$ cat src/rtl/ps2_frame_tx.sv
// PS/2-style frame transmitter: start, 8 data bits LSB first, odd parity, stop, then a 2-half-period gap.
// Latency: start bit on SDATA one cycle after SEND is accepted; SEND is ignored while BUSY is high.
module ps2_frame_tx #(
  parameter int CLK_DIV = 50
) (
  input  logic       clk_i,
  input  logic       rst_i,
  input  logic       send_i,
  input  logic [7:0] code_i,
  output logic       sclk_o,
  output logic       sdata_o,
  output logic       busy_o,
  output logic       done_o
);

  localparam int              PW       = (CLK_DIV > 2) ? $clog2(CLK_DIV) : 1;
  localparam logic [PW-1:0]   PH_LAST  = PW'(CLK_DIV - 1);
  localparam logic [3:0]      BIT_STOP = 4'd10;

  typedef enum logic [1:0] {
    S_IDLE,
    S_FRAME,
    S_GAP
  } state_t;

  state_t        state_q, state_d;
  logic [9:0]    shift_q, shift_d;   // frame bits 1..10; the start bit is driven directly
  logic [3:0]    bit_q, bit_d;
  logic [PW-1:0] phase_q, phase_d;
  logic          half_q, half_d;     // 0 = SCLK low half, 1 = SCLK high half
  logic          sclk_q, sclk_d;
  logic          sdata_q, sdata_d;
  logic          busy_q, busy_d;
  logic          done_q, done_d;

  always_ff @(posedge clk_i) begin
    if (rst_i) begin
      state_q <= S_IDLE;
      shift_q <= '0;
      bit_q   <= '0;
      phase_q <= '0;
      half_q  <= 1'b0;
      sclk_q  <= 1'b1;
      sdata_q <= 1'b1;
      busy_q  <= 1'b0;
      done_q  <= 1'b0;
    end else begin
      state_q <= state_d;
      shift_q <= shift_d;
      bit_q   <= bit_d;
      phase_q <= phase_d;
      half_q  <= half_d;
      sclk_q  <= sclk_d;
      sdata_q <= sdata_d;
      busy_q  <= busy_d;
      done_q  <= done_d;
    end
  end

  always_comb begin
    state_d = state_q;
    shift_d = shift_q;
    bit_d   = bit_q;
    phase_d = phase_q;
    half_d  = half_q;
    sclk_d  = sclk_q;
    sdata_d = sdata_q;
    busy_d  = busy_q;
    done_d  = 1'b0;

    case (state_q)
      S_IDLE: begin
        sclk_d  = 1'b1;
        sdata_d = 1'b1;
        busy_d  = 1'b0;
        if (send_i) begin
          state_d = S_FRAME;
          shift_d = {1'b1, ~^code_i, code_i};
          bit_d   = '0;
          phase_d = '0;
          half_d  = 1'b0;
          sclk_d  = 1'b0;
          sdata_d = 1'b0;
          busy_d  = 1'b1;
        end
      end

      S_FRAME: begin
        if (phase_q == PH_LAST) begin
          phase_d = '0;
          if (!half_q) begin
            half_d = 1'b1;
            sclk_d = 1'b1;
          end else if (bit_q == BIT_STOP) begin
            // Stop bit finished: both lines high for the inter-frame gap.
            state_d = S_GAP;
            half_d  = 1'b0;
            sclk_d  = 1'b1;
            sdata_d = 1'b1;
          end else begin
            // Next bit goes out together with the falling SCLK edge.
            shift_d = {1'b1, shift_q[9:1]};
            bit_d   = bit_q + 4'd1;
            half_d  = 1'b0;
            sclk_d  = 1'b0;
            sdata_d = shift_q[0];
          end
        end else begin
          phase_d = phase_q + 1'b1;
        end
      end

      S_GAP: begin
        sclk_d  = 1'b1;
        sdata_d = 1'b1;
        if (phase_q == PH_LAST) begin
          phase_d = '0;
          if (!half_q) begin
            half_d = 1'b1;
          end else begin
            state_d = S_IDLE;
            half_d  = 1'b0;
            bit_d   = '0;
            busy_d  = 1'b0;
            done_d  = 1'b1;
          end
        end else begin
          phase_d = phase_q + 1'b1;
        end
      end

      default: begin
        state_d = S_IDLE;
        sclk_d  = 1'b1;
        sdata_d = 1'b1;
        busy_d  = 1'b0;
      end
    endcase
  end

  assign sclk_o  = sclk_q;
  assign sdata_o = sdata_q;
  assign busy_o  = busy_q;
  assign done_o  = done_q;

endmodule

$ cat config.mk
export PLATFORM = sky130hd
export DESIGN_NAME = ps2_frame_tx
export DESIGN_NICKNAME = d
export VERILOG_FILES = /design/src/rtl/ps2_frame_tx.sv
export SDC_FILE = /design/constraint.sdc
export NUM_CORES = 1
export LEC_CHECK = 0
export ABC_AREA = 0
export BUFFER_PORTS_ARGS = -buffer_cell sky130_fd_sc_hd__buf_2
export CAP_MARGIN = 5
export CORE_ASPECT_RATIO = 0.75
export CORE_UTILIZATION = 56
export DETAILED_ROUTE_END_ITERATION = 12
export PLACE_DENSITY_LB_ADDON = 0.2
export SYNTH_ARGS = -nofsm -noshare
export SYNTH_HDL_FRONTEND = slang
export SYNTH_SLANG_ARGS = --single-unit
export TNS_END_PERCENT = 100
$ cat constraint.sdc
create_clock -name clk_i -period 4.4 [get_ports clk_i]
set_clock_uncertainty 0.2 [all_clocks]
set_input_delay 0 -clock clk_i [delete_from_list [all_inputs] [get_ports clk_i]]
set_output_delay 0 -clock clk_i [all_outputs]
set_load 0.05 [all_outputs]
==> metrics.txt <==
outcome=completed; FF-to-FF setup slack=1650 ps; worst reg-to-reg path cell count=6; overall routed net length=3690 microns; worst-skew pair later-pin latency=around 330 ps; maximum buffer depth of the clock tree=2; FF-to-FF End=shift_q[4]$_SDFFE_PP0P_; pin count of the biggest net entering global routing=20; CP endpoint kind=flip-flop; Post-synth EDFFs=0; type of origin of the critical path=flip-flop; FILL cells=roughly 180; synth warn=0; design area=1790 sq um; worst setup path category=reg2reg; clock root buffer=clkbuf_4; CP max stage delay=610 ps; delay-heaviest family, CP=simple AND/OR/NAND/NOR gates; port buffer count=14; post-synth top area share=0.356; TNS Setup=0 ps; 1st-iter DRT viols=103; cell row count=15; pwr dens=~450 nW/um^2; Cells after Synth=between 150 and 200; wire length on met3=~210 microns; Hold Crit Start=bit_q[1]$_SDFFE_PP0P_; antenna violations before repair=0; die width=~62 microns; Setup Fix Bufs, Post-CTS=0; asr flop ratio synth=0; area grow syn2layout=17.6%; worst hold stages=2; GR Util All Layers=0.271; clock sinks=27; worst path buffer plus inverter count=1; uppermost layer routed=met4; WL met1=around 1700 microns; Slew @ Worst Pin=501 ps; VDD IR max=0.300 mV; post-DP HPWL=2470 microns; Period minus WS final=2750 ps; DP Area=around 1600 sq um; WL met2=1760 microns; H-tree depth=1; Multi-input gate area=902 sq um; CTS resizes=0; Final Util=0.739; max-slew violations=0; Seq cells post-synth=27; first-pass GRT wire length=about 6000 microns; Placeable Area=approximately 2400 sq um; Post-Synthesis Net Count=190; Post-Syn Area=1520 sq um; # DRC=0; Synth area leader=dfxtp_1; die area=~2900 sq um; clock-pin slew on the worst setup and hold paths=140 ps; Avg Vias per Cell=6.06; max cap viols=0; wire per inst=15.9 microns; Final nets=218; crit path max fanout=11; final worst slack=1650 ps; sequential cell area=between 500 and 600 sq um; vias after detailed routing=1406; Slowest cell on crit path=dlygate4sd3_1; WHS Endpoint=bit_q[1]$_SDFFE_PP0P_; Critical Path AT=2770 ps; Starting Density=0.628; # hold bufs at CTS=18; TritonCTS clock tree=built; count leader, synth=dfxtp_1; Max-slew headroom=0.666; final worst path period share=0.624; post-synthesis sequential area ratio=0.356; vias in the first global route=between 1k and 1.5k; antenna cells=0; worst r2r src=phase_q[0]$_SDFFE_PP0P_; Hold Path Class=reg2reg; RSZ-0062 raised after global routing=false; TritonCTS buffer count=3; final hold viol count=0; Pre-Repair DR Iteration Count=4; worst-path cell chain=ha_1 > and4bb_1 > a31oi_2 > nor2_2 > a211oi_1 > dlygate4sd3_1; GPL Wtd Cong=0.865; I/O pin cnt=15; Post-DRT Antenna Nets=0; Synth Flop Type=dfxtp_1; Final Power=~810 uW; fraction of layout cells with a size suffix above 1=0.152; Post-synth top cells=27 x dfxtp_1, 15 x a21oi_1, 12 x nor2_1, 11 x xnor2_1; ranking of synthesized cells by area=dfxtp_1 36%, ha_1 6.6%, xnor2_1 6.3%; Cell variety after synth=between 50 and 60; Die Ht=around 47 microns; Place WS=2170 ps; Fmax=364 MHz; global route overflow=0; Final Setup Violations=0; Lkg Pwr=0.707 nW; CP required=4420 ps; Avg Inst Size Synth=8.89 sq um
[cell usage in the layout, fill, tap and decap left out, drive strengths merged, types with 2 or more instances in the layout]
cell,count
o21ai,6
nor4,2
dlygate4sd3,18
ha,8
nor2,13
mux2i,2
and4bb,2
inv,7
a31oi,2
a21oi,15
nand2,11
xnor2,11
o22ai,8
o31ai,2
a221oi,2
clkbuf,4
a211oi,10
and2,3
nor3,5
nand3,4
buf,14
dfxtp,27
a211o,2
a21boi,2
[stage by stage]
step           hold WS [ps]  std cells
3_5_place_dp            175        210
3_3_place_gp            163        210
4_1_cts                 326        232
2_1_floorplan          35.4        171
6_report                323        232
5_1_grt                 352        232
[layer usage]
metal,vias up,GRT usage
met5,-,0
met4,0,0.0698
met3,4,0.0534
met2,50,0.455
met1,666,0.368
li1,686,-
[final cells by class]
cell class | instances | share of cell area
multi-input combinational | 128 | 0.505
sequential | 27 | 0.302
timing repair buffer | 32 | 0.140
tap | 34 | 0.0238
clock buffer | 4 | 0.0147
inverter | 7 | 0.0147
[how the worst max path moves through the flow]
| stage | cells past startpoint | from | endpoint |
|---|---|---|---|
| floorplan | 6 | state_q[0]$_SDFFE_PP0P_ | phase_q[1]$_SDFFE_PP0P_ |
| global placement | 6 | state_q[0]$_SDFFE_PP0P_ | phase_q[1]$_SDFFE_PP0P_ |
| detailed placement | 6 | state_q[0]$_SDFFE_PP0P_ | phase_q[5]$_SDFFE_PP0P_ |
| CTS | 6 | phase_q[0]$_SDFFE_PP0P_ | shift_q[4]$_SDFFE_PP0P_ |
| global route | 6 | phase_q[0]$_SDFFE_PP0P_ | shift_q[6]$_SDFFE_PP0P_ |
| finish | 6 | phase_q[0]$_SDFFE_PP0P_ | shift_q[4]$_SDFFE_PP0P_ |
[kinds of logic after synthesis]
family,count (synthesis),share of synthesized area
multiplexers,3,0.0206
AND/OR/NAND/NOR,50,0.187
AO/OA/AOI/OAI,55,0.251
buffers and inverters,16,0.0510
XOR/XNOR,12,0.0691
flip-flops,27,0.356
adder cells (fa/ha/maj),8,0.0658
[tightest hold or removal path, cell delays in order (launching register included)]
cell and delay (ps):
dfxtp_1 360, nand2_1 70, o21ai_0 60
[power by group]
group	internal (mW)	switching, mW	total [mW]
combinational	0.149	0.214	0.363
clock	0.0356	0.0719	0.108
sequential	0.298	0.0377	0.335
[state kept, by name (all words and copies together) (netlist names)]
signal and count:
half_q 1, sclk_o 1, sdata_o 1, done_o 1, busy_o 1, state_q 2
bit_q 4, shift_q 10, phase_q 6
(Power assumes the default switching activity.)
